**config.mk**
```make
export PLATFORM = sky130hd
export DESIGN_NAME = ex_mem_stage
export DESIGN_NICKNAME = d
export VERILOG_FILES = /design/src/rtl/ex_mem_stage.sv
export SDC_FILE = /design/constraint.sdc
export NUM_CORES = 1
export LEC_CHECK = 0
export BUFFER_PORTS_ARGS = -buffer_cell sky130_fd_sc_hd__buf_2
export CAP_MARGIN = 20
export CELL_PAD_IN_SITES_DETAIL_PLACEMENT = 0
export CELL_PAD_IN_SITES_GLOBAL_PLACEMENT = 2
export CORE_MARGIN = 2
export CORE_UTILIZATION = 25
export DETAILED_ROUTE_END_ITERATION = 16
export GPL_TIMING_DRIVEN = 0
export PLACE_DENSITY_LB_ADDON = 0.05
export RECOVER_POWER = 100
export SLEW_MARGIN = 25
export SYNTH_ARGS = -nofsm -noshare
export SYNTH_HDL_FRONTEND = slang
export SYNTH_SLANG_ARGS = --single-unit
export TNS_END_PERCENT = 100
```
**constraint.sdc**
```tcl
create_clock -name clk -period 2.2 [get_ports clk]
set_input_delay 0.44 -clock clk [delete_from_list [all_inputs] [get_ports clk]]
set_output_delay 0.44 -clock clk [all_outputs]
set_load 0.005 [all_outputs]
```
**src/rtl/ex_mem_stage.sv**
```systemverilog
// ex_mem_stage: EX->MEM pipeline register with stall-vector bubble/hold control and flush.
// It also holds the madd/msub partial accumulator and cycle count across an EX self-stall.
//
// Ports:
//   clk, rst       clock; synchronous active-high reset
//   stall          per-stage stall vector from ctrl. stall[STALL_IDX] stalls EX and
//                  stall[STALL_IDX+1] stalls MEM.
//   flush          exception flush; kills the EX instruction and any madd/msub in flight
//   ex_*           GPR/HI-LO write fields, madd/msub count and partial product from EX
//   mem_*          registered GPR/HI-LO write fields; mem_valid=0 marks a bubble
//   cnt_o, hilo_o  madd/msub progress returned to EX on the next cycle
//   bubble_cnt     saturating count of bubble cycles (only with EX_MEM_STAT_EN)
//   hold_cnt       saturating count of hold cycles (only with EX_MEM_STAT_EN)
//
// Build option: define EX_MEM_STAT_EN to add the two statistics counters.
// Without it, both counters are tied to zero. The port list is the same in both builds.
module ex_mem_stage #(
  parameter int DATA_W    = 32,
  parameter int ADDR_W    = 5,
  parameter int STALL_W   = 6,
  parameter int STALL_IDX = 3
) (
  input  logic                clk,
  input  logic                rst,
  input  logic [STALL_W-1:0]  stall,
  input  logic                flush,
  input  logic [ADDR_W-1:0]   ex_wd,
  input  logic                ex_wreg,
  input  logic [DATA_W-1:0]   ex_wdata,
  input  logic                ex_whilo,
  input  logic [DATA_W-1:0]   ex_hi,
  input  logic [DATA_W-1:0]   ex_lo,
  input  logic [1:0]          ex_cnt,
  input  logic [2*DATA_W-1:0] ex_hilo_temp,
  output logic [ADDR_W-1:0]   mem_wd,
  output logic                mem_wreg,
  output logic [DATA_W-1:0]   mem_wdata,
  output logic                mem_whilo,
  output logic [DATA_W-1:0]   mem_hi,
  output logic [DATA_W-1:0]   mem_lo,
  output logic                mem_valid,
  output logic [1:0]          cnt_o,
  output logic [2*DATA_W-1:0] hilo_o,
  output logic [31:0]         bubble_cnt,
  output logic [31:0]         hold_cnt
);

  typedef struct packed {
    logic [ADDR_W-1:0] wd;
    logic              wreg;
    logic [DATA_W-1:0] wdata;
    logic              whilo;
    logic [DATA_W-1:0] hi;
    logic [DATA_W-1:0] lo;
  } mem_t;

  mem_t                mem_q, mem_d, ex_in;
  logic                valid_q, valid_d;
  logic [1:0]          cnt_q, cnt_d;
  logic [2*DATA_W-1:0] hilo_q, hilo_d;
  logic                se, sm;

  assign se    = stall[STALL_IDX];
  assign sm    = stall[STALL_IDX+1];
  assign ex_in = '{wd: ex_wd, wreg: ex_wreg, wdata: ex_wdata, whilo: ex_whilo,
                   hi: ex_hi, lo: ex_lo};

  // Only the EX and MEM stall bits matter here. The other stall bits are ignored.
  logic unused_stall;
  assign unused_stall = ^stall;

  // Next-state selection. Flush has priority.
  // When EX is not stalled, the instruction advances even if MEM is stalled.
  // That case is illegal from ctrl, but the behaviour is still defined.
  always_comb begin
    mem_d   = mem_q;
    valid_d = valid_q;
    cnt_d   = cnt_q;
    hilo_d  = hilo_q;
    if (flush) begin
      mem_d   = '0;
      valid_d = 1'b0;
      cnt_d   = '0;
      hilo_d  = '0;
    end else if (!se) begin
      mem_d   = ex_in;
      valid_d = 1'b1;
      cnt_d   = '0;
      hilo_d  = '0;
    end else if (!sm) begin
      // Bubble: EX is self-stalling, so the madd/msub progress loops back to it.
      mem_d   = '0;
      valid_d = 1'b0;
      cnt_d   = ex_cnt;
      hilo_d  = ex_hilo_temp;
    end
    // se && sm: hold everything
  end

  always_ff @(posedge clk) begin
    if (rst) begin
      mem_q   <= '0;
      valid_q <= 1'b0;
      cnt_q   <= '0;
      hilo_q  <= '0;
    end else begin
      mem_q   <= mem_d;
      valid_q <= valid_d;
      cnt_q   <= cnt_d;
      hilo_q  <= hilo_d;
    end
  end

  assign mem_wd    = mem_q.wd;
  assign mem_wreg  = mem_q.wreg;
  assign mem_wdata = mem_q.wdata;
  assign mem_whilo = mem_q.whilo;
  assign mem_hi    = mem_q.hi;
  assign mem_lo    = mem_q.lo;
  assign mem_valid = valid_q;
  assign cnt_o     = cnt_q;
  assign hilo_o    = hilo_q;

`ifdef EX_MEM_STAT_EN
  logic        is_bubble, is_hold;
  logic [31:0] bubble_cnt_q, bubble_cnt_d, hold_cnt_q, hold_cnt_d;

  // Flush cycles are counted as neither a bubble nor a hold.
  assign is_bubble = !flush && se && !sm;
  assign is_hold   = !flush && se && sm;

  always_comb begin
    bubble_cnt_d = bubble_cnt_q;
    hold_cnt_d   = hold_cnt_q;
    if (is_bubble && bubble_cnt_q != 32'hFFFF_FFFF) bubble_cnt_d = bubble_cnt_q + 32'd1;
    if (is_hold   && hold_cnt_q   != 32'hFFFF_FFFF) hold_cnt_d   = hold_cnt_q + 32'd1;
  end

  always_ff @(posedge clk) begin
    if (rst) begin
      bubble_cnt_q <= '0;
      hold_cnt_q   <= '0;
    end else begin
      bubble_cnt_q <= bubble_cnt_d;
      hold_cnt_q   <= hold_cnt_d;
    end
  end

  assign bubble_cnt = bubble_cnt_q;
  assign hold_cnt   = hold_cnt_q;
`else
  assign bubble_cnt = 32'h0;
  assign hold_cnt   = 32'h0;
`endif

endmodule

```
Yosys cells after proc, flatten, opt, wreduce, memory -nomap -nowiden
Cells that the tools add are included.
{"block": "word_totals", "reg_bits": 170, "input_bits": 178, "output_inout_bits": 234, "elab_cells": 17}
{"block": "classes", "eq_ne": 1, "n_mux": 4, "n_bitwise": 1, "reduce_logical": 2}
{"op": "$mux W103", "count": 2}
{"op": "$reduce_or A3 Y1", "count": 1}
{"op": "$mux W1", "count": 2}
{"op": "$ne A2 B2 Y1 const B", "count": 1}
{"op": "$reduce_or A2 Y1", "count": 1}
{"op": "$not A1 Y1", "count": 1}

Logic depth before layout (Yosys ltp)
Gate-level depths: netlist of run 1.
{"block": "depth", "depth_word": 2, "ltp_mapped": 5, "ltp_nobuf": 2}

Least setup slack after synthesis of run 1
OpenSTA, ideal clock, no wires.
{"block": "synth_path", "path_type": "input-to-reg", "from": "input stall[3]", "to": "register cnt_q[0], in the netlist cnt_o[0]", "setup_time_ns": 0.065, "arrival_ns": 1.321, "required_ns": 2.135, "setup_slack_ns": 0.815, "path_stages": 5, "n_path_buf": 3, "path_cell_list": "buf_4 or3b_1 buf_4 buf_6 nor2_1"}
{"block": "synth_between", "elab_chain_cells": 2}
{"item": "start, declared", "line_no": "25", "text": "input logic [STALL_W-1:0] stall,"}
{"item": "$not A1 Y1 (no line)"}
{"item": "$reduce_or A3 Y1 (no line)"}
{"item": "end signal, assigned", "line_no": "109", "text": "cnt_q <= cnt_d;"}
{"item": "end, declared", "line_no": "59", "text": "logic [1:0] cnt_q, cnt_d;"}
No other way between the ends.
A chain may end at the register's enable or synchronous reset.

Worst setup path after layout of run 1
{"block": "layout_path", "from": "input stall[3]", "to": "register hilo_q[50], in the netlist hilo_o[50]"}
{"block": "layout_between", "elab_chain_cells": 2}
{"item": "$not A1 Y1 (no line)"}
{"item": "$reduce_or A3 Y1 (no line)"}
{"item": "end signal, assigned", "line_no": "110", "text": "hilo_q <= hilo_d;"}
{"item": "end, declared", "line_no": "60", "text": "logic [2*DATA_W-1:0] hilo_q, hilo_d;"}
No other way between the ends.

==> flow_metrics.tcl, run 1 <==
set metrics [dict create \
    status "completed" \
    overflow 0 \
    place_congestion 0.738 \
    p_per_area_nw_per_um2 732 \
    cp_data_arrival_time_ns 2.04 \
    fin_area_um2 9580 \
    clk_pin_slew_ns 0.07 \
    crit_type "in -> reg" \
    io_buffers 341 \
    antenna_found_initial 7 \
    area_growth_pct 41.1 \
    finalCriticalPeriod_ns 1.67 \
    grt_pass1_vias 5911 \
    ys_seq_area_share_pct 50.1 \
    clk_latency_ns 0.42 \
    synth_top_area_cell "dfxtp_1" \
    yosysUniqueCellTypes 15 \
    design.die.area_um2 28500 \
    hp-class "in -> reg" \
    post_drt_wl_per_cell_um 15.7 \
    critical_path_required_ns 2.57 \
    cts_inserted_buffers 17 \
    syn_area_um2 6790 \
    post_cts_resized 0 \
    syn_area_per_cell_um2 9.16 \
    leakage_nw 4.25 \
    wirelength_mm 23.9 \
    max_freq_ghz 0.599 \
    reg2regPathDepth 2 \
    final_cell_mix "229 x buf_2, 170 x dfxtp_1, 167 x clkbuf_1" \
    start_util_pct 25.3 \
    crit_fanout 10 \
    cts_max_level 4 \
    via_per_inst 4.07 \
    cts_buffer_depth 2 \
    grt_pass1_wl_mm 35.0 \
    rsz0062_at_grt "false" \
    cts_sinks 170 \
    placed_cells 1486 \
    ios 412 \
    ant_nets 0 \
    postSynthRegisterBits 170 \
    postCtsHoldBufs 0 \
    stdcell_count 1522 \
    firstDrtPassIters 4 \
    tritoncts "built" \
    start_kind "input port" \
    die_y_um 169 \
    maxCapViolCount 0 \
    setup_viol 0 \
    synth_area_leaders "dfxtp_1 50%, mux2i_1 9.7%, nand2b_1 9.5%" \
    fin_skew_ns 0 \
    core_um2 26800 \
    critPathCaptureType "flip-flop" \
    grt_max_degree 18 \
    route.detailed.drc 0 \
    yosys.area.top_type_share_pct 50.1 \
    slew_viol_final 0 \
    period_share_pct 75.9 \
    grt.total_usage_pct 16.0 \
    nets 1342 \
    num_vias 6194 \
    tns_ns 0 \
    postPlaceCellArea_um2 9160 \
    synth_warnings 0 \
    n_fill_cell 2955 \
    tightestPinTransition_ns 0.652 \
    hold_depth 3 \
    hold_violations 0 \
    rows 60 \
    drtIter0Drc 229 \
    final_common_cell "buf_2" \
    die_x_um 169 \
    max-slew-margin-rel_pct 56.5 \
    cts_setup_buffers 0 \
    cts_root_buf "clkbuf_16" \
    max-vdd-ir-drop_v 0.000502 \
    drive_gt1_share_pct 28.0 \
    synthCells 741 \
    dp_hpwl_mm 18.4 \
]
synth_stat cells:
library cell,count
mux2i_1,66
or2_2,1
clkbuf_1,29
nand2b_1,103
or3b_1,1
dfxtp_1,170
buf_2,22
buf_1,4
buf_6,4
a21oi_1,104
buf_4,66
nor2_1,66
nand3_1,103
nand2_1,1
conb_1,1
worst paths after layout:
path / startpoint / to / slack (ns)
worst min register to register: mem_wd[0] / mem_wd[0] / 0.47
worst max-delay path: stall[3] / hilo_o[50] / 0.53
worst max register to register: mem_lo[4] / mem_lo[4] / 1.53
worst min-delay path: ex_hilo_temp[48] / hilo_o[48] / 0.24
power breakdown:
| part | leakage, nW | internal [mW] | switching, mW |
|---|---|---|---|
| Combinational | 2.58 | 0.365 | 0.381 |
| Sequential | 1.38 | 3.15 | 0.0385 |
| Clock | 0.290 | 1.65 | 1.43 |
metal layers:
| metal | vias to the layer above | GRT usage (%) | wire length, µm |
|---|---|---|---|
| li1 | 3194 | - | - |
| met2 | 228 | 27.6 | 11600 |
| met1 | 2739 | 18.3 | 9740 |
| met4 | 6 | 4.91 | 357 |
| met5 | - | 0 | 34 |
| met3 | 27 | 6.22 | 2110 |
area by class of cell:
class / instances / area (µm²) / area share (%)
multi-input combinational: 509 / 2850 / 29.7
clock inverter: 14 / 149 / 1.55
tap: 341 / 427 / 4.45
buffer: 125 / 763 / 7.97
clock buffer: 18 / 439 / 4.58
timing repair buffer: 341 / 1540 / 16.1
antenna: 4 / 10.0 / 0.104
sequential: 170 / 3400 / 35.5
cells by family (layout without fill, tap and decap cells):
family | count (synthesis) | in the layout | synth area share [%]
AO/OA/AOI/OAI | 104 | 104 | 7.67
buffers and inverters | 125 | 498 | 11.4
other | 1 | 68 | 0.0552
multiplexers | 66 | 66 | 9.73
flip-flops | 170 | 170 | 50.1
AND/OR/NAND/NOR | 275 | 275 | 21.0
state kept, by name, indices dropped and copies added, names as in the netlist:
signal     count
mem_hi        32
mem_whilo      1
mem_valid      1
cnt_o          2
mem_wreg       1
mem_wdata     32
hilo_o        64
mem_lo        32
mem_wd         5
per-stage QoR:
stage	hold WS, ns	utilization [%]	power, mW	setup WS [ns]
after floorplan	0.462	-	3.69	0.815
after global placement	0.452	34.2	4.04	0.357
after detailed placement	0.456	34.2	4.03	0.283
after CTS	0.219	36.4	7.15	0.753
after global routing	0.231	35.8	7.36	0.336
final	0.240	35.8	7.02	0.529
critical path, cell delays in order:
cell      delay (ns)
clkbuf_1        0.44
or3b_1          0.46
clkbuf_1        0.33
buf_6           0.26
nor2_1          0.10
Power figures use the tool's default switching activity.
==> run 2: changes to the inputs <==
--- a/config.mk
+++ b/config.mk
@@ -5,12 +5,13 @@
 export SDC_FILE = /design/constraint.sdc
 export NUM_CORES = 1
 export LEC_CHECK = 0
+export ABC_AREA = 1
 export BUFFER_PORTS_ARGS = -buffer_cell sky130_fd_sc_hd__buf_2
 export CAP_MARGIN = 20
 export CELL_PAD_IN_SITES_DETAIL_PLACEMENT = 0
 export CELL_PAD_IN_SITES_GLOBAL_PLACEMENT = 2
 export CORE_MARGIN = 2
-export CORE_UTILIZATION = 25
+export CORE_UTILIZATION = 23
 export DETAILED_ROUTE_END_ITERATION = 16
 export GPL_TIMING_DRIVEN = 0
 export PLACE_DENSITY_LB_ADDON = 0.05
==> constraint.sdc (replaced) <==
create_clock -name clk -period 1.7 [get_ports clk]
set_input_delay 0.34 -clock clk [delete_from_list [all_inputs] [get_ports clk]]
set_output_delay 0.34 -clock clk [all_outputs]
set_load 0.005 [all_outputs]
==> run 2 against run 1 <==
Against the previous run:
- non-clock buffer count is 6 higher
- die area rose by 20%
- final cell count is 25% higher
- count of clock-buffer cells in the layout unchanged
- sequential share of layout area down 2.1 points
- power grew 33%
- worst hold slack worse by 0.092 ns
- critical path depth down 4
- clock skew is the same
- first-iteration DRC count grew 57%
- synthesized cell count increased by 37%
- sequential power is 29% higher
==> flow_metrics.tcl, run 2 <==
set metrics [dict create \
    clk_latency_ns 0.43 \
    synth_area_leaders "dfxtp_1 45%, nor2_1 9.9%, nand2_1 8.7%" \
    ys_seq_area_share_pct 45.4 \
    dp_hpwl_mm 20.2 \
    leakage_nw 5.27 \
    hp-class "in -> reg" \
    syn_area_um2 7500 \
    tns_ns 0 \
    hold_violations 0 \
    clk_pin_slew_ns 0.08 \
    ant_nets 0 \
    start_kind "flip-flop" \
    drive_gt1_share_pct 25.8 \
    place_congestion 0.731 \
    p_per_area_nw_per_um2 914 \
    cts_buffer_depth 2 \
    num_vias 7270 \
    period_share_pct 77.8 \
    die_x_um 185 \
    cp_data_arrival_time_ns 0.98 \
    cp_cell_sequence "clkbuf_1" \
    synth_top_area_cell "dfxtp_1" \
    grt_pass1_vias 6799 \
    cp_num_buf_inv 1 \
    io_buffers 341 \
    yosys-top-cells-count "198 x nor2_1, 173 x nand2_1, 170 x dfxtp_1" \
    die_y_um 185 \
    dp_slack_ns 0.249 \
    max_freq_ghz 0.756 \
    overflow 0 \
    largest_register_ffs 64 \
    via_per_inst 3.83 \
    crit_fanout 2 \
    max-vdd-ir-drop_v 0.000627 \
    postSynthRegisterBits 170 \
    slew_viol_final 0 \
    critPathMaxStageDelay_ns 0.33 \
    fin_skew_ns 0 \
    rsz0062_at_grt "false" \
    core_um2 32300 \
    cts_inserted_buffers 17 \
    cts_root_buf "clkbuf_16" \
    grt_max_degree 18 \
    stdcell_count 1897 \
    critPathSlowestCell "dfxtp_1" \
    maxCapViolCount 0 \
    crit_type "reg -> out" \
    synth_ff_type "dfxtp_1" \
    placed_cells 1861 \
    final_cell_mix "241 x buf_2, 199 x nor2_1, 173 x nand2_1" \
    synthCells 1015 \
    post_drt_wl_per_cell_um 14.2 \
    antenna_found_initial 10 \
    route.detailed.drc 0 \
    status "completed" \
    ys_async_sr_fraction_pct 0 \
    synth_warnings 0 \
    grt.total_usage_pct 15.2 \
    area_growth_pct 36.0 \
    final_common_cell "buf_2" \
    tritoncts "built" \
    cts_sinks 170 \
    crit_family "flip-flops" \
    timing.final.ws_setup_ns 0.377 \
    nets 1616 \
    grt_pass1_wl_mm 39.2 \
    firstDrtPassIters 4 \
    ios 412 \
    rows 66 \
    yosys.area.top_type_share_pct 45.4 \
    tightestPinTransition_ns 0.540 \
    critPathCaptureType "output port" \
    max-slew-margin-rel_pct 64.0 \
    wirelength_mm 26.9 \
    post_cts_resized 0 \
    setup_viol 0 \
    finalCriticalPeriod_ns 1.32 \
    synth_most_common_cell "nor2_1" \
    cts_setup_buffers 0 \
    postCtsHoldBufs 0 \
    start_util_pct 23.2 \
    critical_path_required_ns 1.36 \
    whs_ns 0.148 \
    synth_edf_count 0 \
    yosysUniqueCellTypes 15 \
    cts_max_level 4 \
    syn_area_per_cell_um2 7.39 \
    design.die.area_um2 34100 \
    drtIter0Drc 359 \
]
-- run 2: changes by cell type after synthesis, moves of 23 or more --
cell,change
clkbuf_1,-23
a21oi_1,-71
a21oi_2,+70
inv_1,+133
mux2i_1,-66
nor2_1,+132
nand2_1,+172
nand2b_1,-103
-- run 2: final cells by class --
type	count	area (µm²)
Multi-Input combinational cell	642	2710
Fill cell	3731	22100
Clock buffer	18	429
Tap cell	442	553
Inverter	135	507
Clock inverter	14	185
Timing Repair Buffer	341	1540
Antenna cell	4	10.0
Sequential cell	170	3400
Buffer	131	858
-- run 2: metrics by stage --
step / power [mW] / util, % / instance area (µm²)
global route: 9.79 / 31.6 / 10200
floorplan: 4.85 / - / 7730
global placement: 5.34 / 30.9 / 9990
finish: 9.32 / 31.6 / 10200
detailed placement: 5.34 / 30.9 / 9990
CTS: 9.54 / 32.8 / 10600
-- run 2: report_power, final --
part	internal [mW]	switching [mW]	total, mW	leakage (nW)
Sequential	4.08	0.0504	4.13	1.38
Clock	2.24	1.91	4.15	0.293
Combinational	0.453	0.580	1.03	3.60
Total	6.78	2.54	9.32	5.27
-- run 2: final timing paths --
| path | start | endpoint | slack [ns] | depth (start not counted) |
|---|---|---|---|---|
| max | mem_lo[1] | mem_lo[1] | 0.38 | 1 |
| min | ex_hi[1] | mem_hi[1] | 0.15 | 3 |
| max reg2reg | hilo_o[4] | hilo_o[4] | 1.02 | 4 |
| min reg2reg | mem_wd[4] | mem_wd[4] | 0.47 | 2 |
-- run 2: cells by family (layout without fill, tap and decap cells) --
logic type,after synthesis,after routing,synth area share [%]
simple gates,475,475,25.6
buf+inv,266,639,18.6
flops,170,170,45.4
compound gates,103,103,10.4
other cells,1,68,0.0500
-- run 2: routing by layer --
metal  wire length (µm)  track usage [%]  vias to the layer above
li1                   -                -                     3810
met4                306             5.34                       12
met3               2320             5.71                       29
met1              11500             18.2                     3156
met5                 84                0                        -
met2              12700             24.8                      263
